--- config.mk ---
export PLATFORM = sky130hd
export DESIGN_NAME = result_uart_tx
export DESIGN_NICKNAME = d
export VERILOG_FILES = /design/src/rtl/result_uart_tx_pkg.sv /design/src/rtl/result_uart_tx_byte.sv /design/src/rtl/result_uart_tx.sv
export SDC_FILE = /design/constraint.sdc
export NUM_CORES = 1
export LEC_CHECK = 0
export BUFFER_PORTS_ARGS = -buffer_cell sky130_fd_sc_hd__buf_2
export CORE_MARGIN = 2
export CORE_UTILIZATION = 49
export DETAILED_ROUTE_END_ITERATION = 16
export GPL_TIMING_DRIVEN = 0
export PLACE_DENSITY_LB_ADDON = 0.08
export SLEW_MARGIN = 20
export SYNTH_ARGS = -nofsm -noshare
export SYNTH_HDL_FRONTEND = slang
export SYNTH_SLANG_ARGS = --single-unit
--- constraint.sdc ---
create_clock -name clk -period 2.2 [get_ports clk]
set_input_delay 0.11 -clock clk [delete_from_list [all_inputs] [get_ports clk]]
set_output_delay 0.11 -clock clk [all_outputs]
set_load 0.05 [all_outputs]
--- src/rtl/result_uart_tx_pkg.sv ---
// result_uart_tx_pkg: shared widths, state encoding and byte formatting for the result UART path
package result_uart_tx_pkg;

    localparam int RESULT_W         = 10;
    localparam int HDR_BIT          = 7;
    localparam int DEF_CLKS_PER_BIT = 868;

    typedef enum logic [1:0] {
        IDLE      = 2'd0,
        START_BIT = 2'd1,
        DATA_BITS = 2'd2,
        STOP_BIT  = 2'd3
    } uart_state_e;

    // Header byte carries the top bits with bit7 set; low byte carries the rest with bit7 clear
    function automatic logic [7:0] fmt_byte(input logic [RESULT_W-1:0] r, input logic idx);
        logic [7:0] b;
        b = idx ? 8'(r[HDR_BIT-1:0]) : 8'(r >> HDR_BIT);
        b[HDR_BIT] = ~idx;
        return b;
    endfunction

endpackage

--- src/rtl/result_uart_tx_byte.sv ---
// uart_byte_tx: single-byte 8N1 serialiser with baud counter, able to chain bytes without a gap
module uart_byte_tx
    import result_uart_tx_pkg::*;
#(
    parameter int CLKS_PER_BIT = DEF_CLKS_PER_BIT
) (
    input  logic       clk,
    input  logic       rst,
    input  logic [7:0] data,
    input  logic       send,
    output logic       tx,
    output logic       ready
);

    localparam int CW = (CLKS_PER_BIT > 1) ? $clog2(CLKS_PER_BIT) : 1;
    localparam logic [CW-1:0] LAST = CW'(CLKS_PER_BIT - 1);

    uart_state_e   state_q, state_d;
    logic [CW-1:0] cnt_q, cnt_d;
    logic [2:0]    bit_idx_q, bit_idx_d;
    logic [7:0]    data_q, data_d;
    logic          tx_q, tx_d;
    logic          wrap;

    assign wrap  = cnt_q == LAST;
    assign ready = (state_q == IDLE) || (state_q == STOP_BIT && wrap);
    assign tx    = tx_q;

    // Next state: data is shifted out LSB-first, a send at the end of a stop bit chains the next byte
    always_comb begin
        state_d   = state_q;
        cnt_d     = (state_q == IDLE || wrap) ? '0 : cnt_q + CW'(1);
        bit_idx_d = bit_idx_q;
        data_d    = data_q;
        tx_d      = tx_q;
        case (state_q)
            IDLE: if (send) begin
                state_d = START_BIT;
                data_d  = data;
                tx_d    = 1'b0;
            end
            START_BIT: if (wrap) begin
                state_d   = DATA_BITS;
                bit_idx_d = '0;
                tx_d      = data_q[0];
                data_d    = {1'b0, data_q[7:1]};
            end
            DATA_BITS: if (wrap) begin
                if (bit_idx_q == 3'd7) begin
                    state_d = STOP_BIT;
                    tx_d    = 1'b1;
                end else begin
                    bit_idx_d = bit_idx_q + 3'd1;
                    tx_d      = data_q[0];
                    data_d    = {1'b0, data_q[7:1]};
                end
            end
            default: if (wrap) begin
                state_d = send ? START_BIT : IDLE;
                data_d  = send ? data : data_q;
                tx_d    = ~send;
            end
        endcase
    end

    // State register; tx comes straight from a flop so the line never glitches
    always_ff @(posedge clk) begin
        if (rst) begin
            state_q   <= IDLE;
            cnt_q     <= '0;
            bit_idx_q <= '0;
            data_q    <= '0;
            tx_q      <= 1'b1;
        end else begin
            state_q   <= state_d;
            cnt_q     <= cnt_d;
            bit_idx_q <= bit_idx_d;
            data_q    <= data_d;
            tx_q      <= tx_d;
        end
    end

endmodule

--- src/rtl/result_uart_tx.sv ---
// result_uart_tx: latches a 10-bit result and sends it as a header byte plus a low byte over UART
module result_uart_tx
    import result_uart_tx_pkg::*;
#(
    parameter int CLKS_PER_BIT = DEF_CLKS_PER_BIT,
    parameter int DATA_W       = RESULT_W
) (
    input  logic              clk,
    input  logic              rst,
    input  logic [DATA_W-1:0] result_in,
    input  logic              start,
    output logic              tx,
    output logic              busy,
    output logic              done
);

    if (DATA_W != RESULT_W) begin : g_bad_width
        $error("result_uart_tx supports only a 10-bit result");
    end

    logic [RESULT_W-1:0] shadow_q, shadow_d;
    logic                busy_q, busy_d;
    logic                done_q, done_d;
    logic                byte_idx_q, byte_idx_d;
    logic                accept, last, ready, send;
    logic [7:0]          data;

    // A new frame sends its header straight from result_in; the low byte comes from the shadow copy
    always_comb begin
        accept     = start && !busy_q;
        last       = busy_q && ready && byte_idx_q;
        send       = accept || (busy_q && ready && !byte_idx_q);
        data       = fmt_byte(accept ? RESULT_W'(result_in) : shadow_q, ~accept);
        shadow_d   = accept ? RESULT_W'(result_in) : shadow_q;
        busy_d     = accept || (busy_q && !last);
        byte_idx_d = (busy_q && ready) ? ~byte_idx_q : byte_idx_q;
        done_d     = last;
    end

    // Frame bookkeeping registers
    always_ff @(posedge clk) begin
        if (rst) begin
            shadow_q   <= '0;
            busy_q     <= 1'b0;
            done_q     <= 1'b0;
            byte_idx_q <= 1'b0;
        end else begin
            shadow_q   <= shadow_d;
            busy_q     <= busy_d;
            done_q     <= done_d;
            byte_idx_q <= byte_idx_d;
        end
    end

    uart_byte_tx #(.CLKS_PER_BIT(CLKS_PER_BIT)) u_byte (
        .clk   (clk),
        .rst   (rst),
        .data  (data),
        .send  (send),
        .tx    (tx),
        .ready (ready)
    );

    assign busy = busy_q;
    assign done = done_q;

endmodule
* Yosys cells after proc, flatten, opt, wreduce, memory -nomap -nowiden
Index checks and enable logic that the tools add are counted.
** Storage, ports and cells
- Flip-flop bits (word level) :: 37
- Bits of input ports :: 13
- Output and inout port bits :: 3
- Word-level logic and storage cells :: 69
** Operators by class
- Add/sub/neg operators :: 2
- Eq/ne operators :: 10
- Mux-type cells :: 25
- Bitwise operators :: 2
- Reductions and logical operators :: 21
** Operators with widths (count)
- $mux W8 :: 5
- $pmux W8 S3 :: 1
- $reduce_and A4 Y1 :: 3
- $add A10 B1 Y10 const B :: 1
- $eq A10 B10 Y1 const B :: 1
- $mux W10 :: 1
- $mux W2 :: 5
- $mux W3 :: 3
- $ne A2 B1 Y1 const B :: 4
- $mux W7 :: 1
- $logic_and A1 B1 Y1 :: 6
- $mux W1 :: 6
- $pmux W2 S3 :: 1
- $pmux W3 S2 :: 1
- $reduce_and A5 Y1 :: 1
- $eq A2 B2 Y1 const B :: 2
- $logic_or A1 B1 Y1 :: 4
- $reduce_bool A2 Y1 :: 2
- $add A3 B1 Y3 const B :: 1
- $eq A3 B3 Y1 const B :: 1
- $logic_not A1 Y1 :: 3
- $pmux W1 S3 :: 1
- $eq A2 B1 Y1 const B :: 1
- $logic_not A2 Y1 :: 1
- other kinds (3) :: 4

* Longest topological paths before layout
Gate-level depths: netlist of run 1.
- Word-level depth :: 9
- Mapped depth :: 8
- Gate-level depth less buffers :: 6

* Hierarchy
Synthesis of run 1 repeated with hierarchy kept, for this count alone.
** Second synthesis, totals
- Cells, all modules :: 189
- Area total of the unflattened synthesis :: 1878.1 um^2
** Modules (own cells, without submodules)
- uart_byte_tx :: instances 1, cells an instance 136, area each 1336.3 um^2, seq. area each 480.5 um^2
- result_uart_tx :: instances 1, cells an instance 53, area each 541.8 um^2, seq. area each 200.2 um^2

* Worst setup path after synthesis of run 1
No wires, ideal clock.
- Path type :: register -> register
- From :: reg u_byte.state_q[1]
- To :: reg u_byte.data_q[7]
- Setup time :: 0.117 ns
- Data arrival time :: 1.771 ns
- Required time :: 2.083 ns
- Path slack :: 0.311 ns
- Cell stages (with the launch flop) :: 9
- Path buffers :: 2
- Clock period less this slack :: 1.889 ns
- Path through :: dfxtp_1 > inv_1 > ha_1 > clkbuf_1 > inv_1 > and3_1 > a211o_1 > buf_6 > a32o_1
** On the way
- Cells in the longest elaborated chain, start to end :: 9
- Elaborated cells between the ends (all ways) :: 17
- Classes of those cells :: eq/ne: 6; mux: 3; reduce/logical: 8
** Ends and longest elaborated chain
- from (decl) :: RTL line result_uart_tx_byte.sv:18 : uart_state_e state_q, state_d;
- from (signal assigned) :: RTL line result_uart_tx_byte.sv:75 : state_q <= state_d;
- $eq A2 B2 Y1 :: RTL line result_uart_tx_byte.sv:26 : assign ready = (state_q == IDLE) || (state_q == STOP_BIT && wrap);
- $logic_and A1 B1 Y1 :: RTL line result_uart_tx_byte.sv:26
- $logic_or A1 B1 Y1 :: RTL line result_uart_tx_byte.sv:26
- $logic_and A1 B1 Y1 (2 in a row) :: RTL line result_uart_tx.sv:32 : send = accept || (busy_q && ready && !byte_idx_q);
- $logic_or A1 B1 Y1 :: RTL line result_uart_tx.sv:32
- $mux W8 (2 in a row)
- $pmux W8 S3 :: RTL line result_uart_tx_byte.sv:36 : case (state_q)
- to (signal assigned) :: RTL line result_uart_tx_byte.sv:78 : data_q <= data_d;
- to (decl) :: RTL line result_uart_tx_byte.sv:21 : logic [7:0] data_q, data_d;
Parallel ways exist; a longest one is shown, timed or not. The select of a mux whose other input is x is not followed.
A chain may end at the register's enable or synchronous reset.

* Worst setup path in the final report of run 1
- From :: reg u_byte.state_q[0]
- To :: reg u_byte.data_q[7]
Same word-level chain as after synthesis.

==> flow_summary.toml, run 1 <==
[clock_network]
h-tree-depth = 2
post_cts_buffers = 0
clock_latency_ns = 0.34
cts_tree = "yes"
clock-sinks = 34
clkSlewWorstSetupHoldPaths_ns = 0.11
cts_buffer_depth = 2
root_buffer = "clkbuf_4"
numCtsBuffers = 5

[setup_path]
critPathTopFamily = "compound AO/OA/AOI/OAI gates"
critical_path_class = "flop to flop"
end_kind = "flop"
path_buf_inv = 2
crit_arrival_ns = 2.25
path_cells = "inv_1, ha_1, or3b_4, a211o_1, buf_6, a32o_1"
worstPathMaxFanout = 8
slowest_stage = "or3b_4"
cp-start-kind = "flop"
r2r_cells = 6
r2r_slack_ns = 0.20
max_stage_delay_ns = 0.44
r2r_start = "u_byte.state_q[0]"
crit_path_end = "u_byte.data_q[7]"
cp_num_cells = 6
startpoint = "u_byte.state_q[0]"
regToRegEndpoint = "u_byte.data_q[7]"
worst_ep_required_time_ns = 2.45

[logic_synthesis]
synthMuxAreaShare_pct = 4.83
synth_xor_area_share_pct = 4.23
seq_area_frac_synth_pct = 41.1
yosysUniqueCellTypes = 39
post_synth_fa_ha_maj_area_fraction_pct = 5.28
syn_nets = 216
synth-compound-area-share_pct = 16.2
ys_seq_elements = 34
synthesis.area_um2 = 1660
synthCells = 196
synth_top_family_by_area = "simple AND/OR/NAND/NOR gates"
ys_warn_count = 0
synth_simple_gate_area_share_pct = 23.4
avgSynthCellArea_um2 = 8.46

[routing]
drtIter0Drc = 54
via_per_inst = 5.39
wl_mm = 3.55
firstDrtPassIters = 4
ant_nets = 0
num_vias = 1449
drc = 0
route.detailed.wl_per_inst_um = 13.2

[power_and_ir_drop]
leakage_nw = 0.788
vdd_drop_max_v = 0.000597
p_total_w = 0.00205
power_density_nw_per_um2 = 1080

[timing]
hold_viol_final = 0
slew-limit-headroom_pct = 67.3
worst_pin_slew_ns = 0.491
period_share_pct = 90.9
min_period_ns = 2.00
slew_violations = 0
setup_viol = 0
skew_ns = 0.0101
setup-tns-final_ns = 0
fmax_mhz = 500
rsz0062_at_grt = "no"

[status]
run_status = "completed"

[worst_hold_path]
hold_path_depth = 3
hp-class = "input pin to flop"

[die]
core_area_um2 = 3280
rows = 21
die-area_um2 = 3860
io_pins = 16
fp.dieH_um = 62.2
initial_core_util_pct = 50.5
die_x_um = 62.2

[job]
maxCapViolCount = 0

[finish]
syn_to_final_growth_pct = 14.7
stdcell_count = 269
nets = 242
diodes = 0
final_core_util_pct = 57.9
drive_gt1_share_pct = 14.3

[global_routing]
antenna_found_initial = 0
grt_max_degree = 12
grt-ovfl-total = 0
grt_first_pass_wirelength_mm = 6.44
grt_pass1_vias = 1476
grt_usage_pct = 20.7

[place]
hpwl_mm = 2.59
gp_congestion = 0.835
io_buffers = 15
place_inst = 257
==> layer usage <==
layer,vias up,GRT usage [%],share of wire [%]
li1,733,-,-
met4,0,6.94,1.4
met1,671,25.5,45
met5,-,0,0
met2,40,35.6,48
met3,5,4.71,5.2
==> final cells by class <==
type | count | area, um^2
tap | 46 | 57.6
fill | 314 | 1380
multi-input combinational | 143 | 895
timing repair buffer | 20 | 125
clock buffer | 6 | 51.3
buffer | 9 | 46.3
clock inverter | 2 | 12.5
inverter | 9 | 33.8
sequential | 34 | 681
==> tightest hold or removal path: cells and delay by family <==
kind,cells,cell delay (ns)
compound gates,1,0.06
buf+inv,1,0.10
simple gates,1,0.05
==> per-stage QoR <==
step           hold WS, ns  setup WS [ns]  area, um^2
2_1_floorplan        0.250          0.311        1660
3_3_place_gp         0.355          0.128        1790
3_5_place_dp         0.363         0.0621        1790
4_1_cts            0.00284         0.0527        1900
5_1_grt             0.0173         0.0689        1900
6_report            0.0158          0.200        1900
==> how the worst min path moves through the flow <==
stage	startpoint	to	slack, ns
6_report	result_in[4]	shadow_q[4]	0.02
5_1_grt	result_in[4]	shadow_q[4]	0.02
4_1_cts	result_in[5]	shadow_q[5]	0.003
3_5_place_dp	result_in[1]	shadow_q[1]	0.36
3_3_place_gp	result_in[6]	shadow_q[6]	0.35
2_1_floorplan	result_in[0]	shadow_q[0]	0.25
==> cells in the final DEF, fill, tap and decap left out, drive strengths merged, types with 2 or more instances in the layout <==
cell | synthesis | layout
a221oi | 2 | 2
a32o | 4 | 4
nand3 | 9 | 9
nor2 | 19 | 19
nor2b | 3 | 3
nand2 | 35 | 35
nand2b | 2 | 2
xnor2 | 4 | 4
mux2i | 8 | 8
a311o | 3 | 3
nor3 | 4 | 4
o21ai | 4 | 4
dlygate4sd3 | 0 | 5
a21o | 5 | 5
clkbuf | 5 | 10
or3 | 2 | 2
ha | 7 | 7
nand4 | 2 | 2
and3 | 3 | 3
dfxtp | 34 | 34
xor2 | 4 | 4
inv | 9 | 9
a21oi | 10 | 10
buf | 5 | 20
==> kinds of logic after synthesis <==
family          after synthesis
compound gates               36
xor+xnor                      8
mux                           8
buf+inv                      19
flops                        34
simple gates                 84
fa+ha+maj                     7
==> state kept, by name (all words and copies together), names as in the netlist <==
name / flops
u_byte.bit_idx_q: 3
shadow_q: 7
busy: 1
u_byte.tx: 1
u_byte.data_q: 8
done: 1
u_byte.state_q: 2
u_byte.cnt_q: 10
byte_idx_q: 1
==> cells in the mapped netlist <==
| library cell | instances | area, um^2 |
|---|---|---|
| xor2_1 | 4 | 35.0 |
| nand2_1 | 35 | 131 |
| a41oi_1 | 1 | 8.76 |
| and4_1 | 1 | 8.76 |
| o31ai_1 | 1 | 7.51 |
| or3b_4 | 1 | 11.3 |
| or3_2 | 1 | 7.51 |
| a21o_1 | 5 | 37.5 |
| clkbuf_1 | 5 | 18.8 |
| nand4_1 | 2 | 12.5 |
| nand2b_1 | 2 | 12.5 |
| nor2b_1 | 3 | 18.8 |
| o211ai_1 | 1 | 7.51 |
| a311o_1 | 3 | 30.0 |
| buf_1 | 1 | 3.75 |
| a21oi_1 | 10 | 50.1 |
| a32o_1 | 4 | 40.0 |
| a211o_1 | 1 | 8.76 |
| o21ai_0 | 4 | 20.0 |
| ha_1 | 7 | 87.6 |
| nor3_1 | 4 | 20.0 |
| inv_1 | 9 | 33.8 |
| xnor2_1 | 4 | 35.0 |
| buf_6 | 1 | 11.3 |
| nand3b_1 | 1 | 7.51 |
| dfxtp_1 | 34 | 681 |
| a221o_2 | 1 | 11.3 |
| or3_1 | 1 | 6.26 |
| mux2i_1 | 8 | 80.1 |
| and3_1 | 3 | 18.8 |
| and4b_1 | 1 | 10.0 |
| a221oi_1 | 2 | 17.5 |
| o221a_2 | 1 | 11.3 |
| o211a_1 | 1 | 10.0 |
| nor2_1 | 19 | 71.3 |
| nand3_1 | 9 | 45.0 |
| buf_2 | 3 | 15.0 |
| and2_1 | 1 | 6.26 |
| a22o_1 | 1 | 8.76 |
==> where the power goes <==
part	leakage (nW)	total, W	switching [W]	internal (W)
clock	0.0343	0.000370	0.000217	0.000154
combinational	0.477	0.000909	0.000507	0.000402
sequential	0.277	0.000772	0.0000635	0.000709
==> timing repair <==
| item | in CTS | in global routing |
|---|---|---|
| gates resized for setup | 0 | 2 |
| hold buffers | 5 | 0 |
| hold endpoints to repair | 5 | 0 |
| setup endpoints to repair | 0 | 4 |
Note: power is estimated with default switching activity, not from simulation.
==> run 2: changes to the inputs <==
- CORE_ASPECT_RATIO: default -> 1.1
==> flow_summary.toml, run 2 (synthesis gave the netlist of run 1 again) <==
[status]
run_status = "completed"

[global_routing]
antenna_found_initial = 0
grt_pass1_vias = 1374
grt_usage_pct = 19.8
grt_max_degree = 11
grt_first_pass_wirelength_mm = 5.78
grt-ovfl-total = 0

[timing]
min_period_ns = 2.01
fmax_mhz = 498
rsz0062_at_grt = "no"
period_share_pct = 91.2
setup-tns-final_ns = 0
skew_ns = 0.00690
slew-limit-headroom_pct = 67.2
slew_violations = 0
setup_viol = 0
hold_viol_final = 0
layout_setup_ws_ns = 0.193
worst_pin_slew_ns = 0.492

[power_and_ir_drop]
power_density_nw_per_um2 = 1080
leakage_nw = 0.790
p_total_w = 0.00205
vdd_drop_max_v = 0.000594

[routing]
wl_mm = 3.41
via_per_inst = 5.55
ant_nets = 0
drc = 0
num_vias = 1444
drtIter0Drc = 62
firstDrtPassIters = 4
route.detailed.wl_per_inst_um = 13.1

[finish]
drive_gt1_share_pct = 13.4
largest-register = "u_byte.cnt_q"
largest_registers = "u_byte.cnt_q x10, u_byte.data_q x8, shadow_q x7"
final_cell_mix = "35 x nand2_1, 34 x dfxtp_1, 19 x nor2_1, 18 x buf_2, 10 x a21oi_1"
syn_to_final_growth_pct = 14.3
largest_reg_flops = 10
nets = 243
final_core_util_pct = 57.8
stdcell_count = 260
final_common_cell = "nand2_1"
diodes = 0

[setup_path]
crit_arrival_ns = 2.25
worst_ep_required_time_ns = 2.44
cp-start-kind = "flop"
slowest_stage = "or3b_4"
critical_path_class = "flop to flop"
end_kind = "flop"
worstPathMaxFanout = 8
max_stage_delay_ns = 0.44
path_cells = "inv_1, ha_1, or3b_4, a211o_1, buf_6, a32o_1"

[die]
initial_core_util_pct = 50.6
fp.dieH_um = 65.0
die_x_um = 59.5
die-area_um2 = 3870
io_pins = 16
rows = 22
core_area_um2 = 3280

[clock_network]
h-tree-depth = 2
root_buffer = "clkbuf_4"
clkSlewWorstSetupHoldPaths_ns = 0.10
cts_resized = 0
cts_buffer_depth = 2
numCtsBuffers = 5
clock_latency_ns = 0.34
cts_tree = "yes"
clock-sinks = 34

[place]
place_inst = 247
pre_cts_slack_ns = 0.0709
io_buffers = 15
hpwl_mm = 2.43
gp_congestion = 0.900

[job]
maxCapViolCount = 0

[worst_hold_path]
hp-class = "input pin to flop"
run 2: cell types whose count changed in the layout (fill, tap and decap cells not counted):
cell           delta
clkinvlp_4        -1
clkbuf_1          +2
dlygate4sd3_1     +1
clkbuf_2          -1
run 2: metal layers:
layer | wire, um | GRT usage [%] | up-vias
met1 | 1590 | 22.4 | 669
met4 | 78 | 10.5 | 0
li1 | - | - | 734
met5 | 0 | 0 | -
met3 | 133 | 4.79 | 10
met2 | 1600 | 33.4 | 31
run 2: critical path, delay by kind of cell (launching register included):
family / cells / cell delay (ns)
AOI/OAI and AO/OA: 2 / 0.56
adders and majority gates: 1 / 0.30
buffers and inverters: 2 / 0.25
DFF: 1 / 0.35
and+or+nand+nor: 1 / 0.44
run 2: final timing paths:
kind                startpoint               end  slack (ns)  depth (start not counted)
max          u_byte.state_q[0]  u_byte.data_q[7]        0.19                          6
min               result_in[3]       shadow_q[3]       0.005                          3
min reg2reg        shadow_q[5]       shadow_q[5]        0.46                          2
max reg2reg  u_byte.state_q[0]  u_byte.data_q[7]        0.19                          6
run 2: power breakdown:
| group | internal [W] | leakage, nW | switching, W |
|---|---|---|---|
| Sequential | 0.000708 | 0.277 | 0.0000625 |
| Clock | 0.000155 | 0.0353 | 0.000207 |
| Combinational | 0.000400 | 0.478 | 0.000516 |
run 2: per-stage QoR:
stage	hold WS (ns)	cell area [um^2]
detailed placement	0.362	1780
floorplan	0.250	1660
global route	0.0204	1890
global placement	0.354	1780
CTS	0.000330	1900
finish	0.00486	1890
run 2: repair_timing:
action                                  in CTS  in global routing
endpoints found under the setup margin       0                  4
endpoints found under the hold margin        6                  0
buffers inserted                             0                  0
hold buffers                                 6                  0
run 2: final cells by class:
cell class | instances | area [um^2]
fill | 316 | 1380
multi-input combinational | 143 | 895
sequential | 34 | 681
timing repair buffer | 21 | 135
clock buffer | 7 | 55.1
buffer | 9 | 45.0
tap | 36 | 45.0
inverter | 9 | 33.8
clock inverter | 1 | 5.00
==> run 3: changes to the inputs <==
- PLACE_DENSITY: default -> 0.69
- PLACE_DENSITY_LB_ADDON: 0.08 -> default
- SETUP_SLACK_MARGIN: default -> 0.2
==> flow_summary.toml, run 3 (synthesis gave the netlist of run 1 again) <==
[clock_network]
clkSlewWorstSetupHoldPaths_ns = 0.10
clock-sinks = 34
numCtsBuffers = 5
cts_tree = "yes"
cts_buffer_depth = 2
h-tree-depth = 2
root_buffer = "clkbuf_4"
clock_latency_ns = 0.33

[timing]
skew_ns = 0.0112
worst_pin_slew_ns = 0.465
period_share_pct = 87.4
hold_viol_final = 0
rsz0062_at_grt = "no"
whs_ns = 0.0114
fmax_mhz = 520
setup-tns-final_ns = 0
setup_viol = 0
layout_setup_ws_ns = 0.276
min_period_ns = 1.92
slew-limit-headroom_pct = 69.0
slew_violations = 0

[global_routing]
grt_max_degree = 12
antenna_found_initial = 0
grt_pass1_vias = 1377
grt-ovfl-total = 0
grt_usage_pct = 20.3
grt_first_pass_wirelength_mm = 5.98

[routing]
via_per_inst = 5.63
firstDrtPassIters = 4
drtIter0Drc = 71
route.detailed.wl_per_inst_um = 13.2
top_layer_used = "met4"
routedLengthMet1_mm = 1.56
met3_length_um = 210
wl_mm = 3.43
num_vias = 1458
drc = 0
ant_nets = 0
wl_met2_mm = 1.61

[power_and_ir_drop]
swShare_pct = 36.7
seq_power_share_pct = 35.4
p_switching_w = 0.000803
pwr-share-comb_pct = 44.3
p_clk_share_pct = 20.3
vdd_drop_max_v = 0.000720
leakage_nw = 0.790
power_density_nw_per_um2 = 1140
p_int_w = 0.00139

[finish]
stdcell_count = 259
largest_reg_flops = 10
diodes = 0
n_fill_cell = 313
final_common_cell = "nand2_1"
largest_registers = "u_byte.cnt_q x10, u_byte.data_q x8, shadow_q x7"
nets = 242
final_cell_mix = "35 x nand2_1, 32 x dfxtp_1, 19 x nor2_1, 18 x buf_2, 10 x a21oi_1"
largest-register = "u_byte.cnt_q"
syn_to_final_growth_pct = 16.2
drive_gt1_share_pct = 17.0

[setup_path]
path_buf_inv = 2
cp-start-kind = "flop"
end_kind = "flop"
crit_arrival_ns = 2.16
path_cells = "inv_1, ha_2, or3b_4, a211o_1, buf_6, a32o_1"
max_stage_delay_ns = 0.43
r2r_start = "u_byte.state_q[0]"
regToRegEndpoint = "u_byte.data_q[7]"
critical_path_class = "flop to flop"
r2r_cells = 6
slowest_stage = "or3b_4"
critPathTopFamily = "compound AO/OA/AOI/OAI gates"
r2r_slack_ns = 0.28
worstPathMaxFanout = 8
worst_ep_required_time_ns = 2.44

[status]
run_status = "completed"

[place]
place_inst = 247
pre_cts_slack_ns = 0.0782
gp_congestion = 0.853
io_buffers = 15
hpwl_mm = 2.44

[die]
rows = 22
core_area_um2 = 3280
die-area_um2 = 3870
die_x_um = 59.5
fp.dieH_um = 65.0
initial_core_util_pct = 50.6
io_pins = 16

[job]
maxCapViolCount = 0

[worst_hold_path]
min_from = "result_in[2]"
hp-class = "input pin to flop"
hold_end = "shadow_q[2]"
hold_path_depth = 3
==> run 3: changes by cell type in the layout (fill, tap and decap cells not counted), sizes merged <==
cell,previous run,this run
bufinv,0,1
clkinv,1,0
dlygate4sd3,6,4
clkinvlp,0,1
==> run 3: area by class of cell <==
cell class	count	area, um^2	area share [%]
inverter	9	33.8	1.75
multi-input combinational	143	917	47.6
clock inverter	2	37.5	1.95
clock buffer	6	41.3	2.14
buffer	10	53.8	2.79
sequential	34	683	35.5
timing repair buffer	19	115	5.97
tap	36	45.0	2.34
==> run 3: layer usage <==
metal  GRT usage [%]  vias to the layer above
met1            26.6                      674
li1                -                      733
met3            4.79                        6
met4            7.67                        0
met5               0                        -
met2            32.0                       45
==> run 3: worst max path at each step <==
stage               cells past startpoint              start  slack [ns]          endpoint
floorplan                               8  u_byte.state_q[1]        0.31  u_byte.data_q[7]
global placement                        8  u_byte.state_q[1]        0.17  u_byte.data_q[7]
detailed placement                      8  u_byte.state_q[1]        0.08  u_byte.data_q[7]
CTS                                     8  u_byte.state_q[1]        0.20  u_byte.data_q[7]
global route                            6  u_byte.state_q[0]        0.20  u_byte.data_q[7]
finish                                  6  u_byte.state_q[0]        0.28  u_byte.data_q[7]
==> run 3: per-stage QoR <==
step | instance area (um^2) | utilization [%] | total power, W
final | 1930 | 58.8 | 0.00219
after global routing | 1930 | 58.8 | 0.00234
after CTS | 1900 | 58.0 | 0.00216
after detailed placement | 1780 | 54.3 | 0.00169
after global placement | 1780 | 54.3 | 0.00165
after floorplan | 1660 | - | 0.00150
==> run 3: worst register-to-register path, stage by stage, from the launching register on <==
cell and delay [ns]:
dfxtp_2 0.35, inv_1 0.10, ha_2 0.24, or3b_4 0.43, a211o_1 0.32, buf_6 0.16, a32o_1 0.25
==> run 3: repair_timing <==
| item | 4_1_cts | 5_1_grt |
|---|---|---|
| endpoints found under the hold margin | 4 | 0 |
| gates resized for setup | 2 | 10 |
| hold buffers | 4 | 0 |
| endpoints found under the setup margin | 6 | 9 |
| setup buffers | 0 | 0 |
==> run 3: power groups by stage <==
stage / clock network [W] / registers [W] / logic, W
finish: 0.000443 / 0.000775 / 0.000970
detailed placement: 0 / 0.000785 / 0.000904
global route: 0.000484 / 0.000791 / 0.00106
CTS: 0.000461 / 0.000771 / 0.000924
floorplan: 0 / 0.000815 / 0.000687
global placement: 0 / 0.000780 / 0.000865
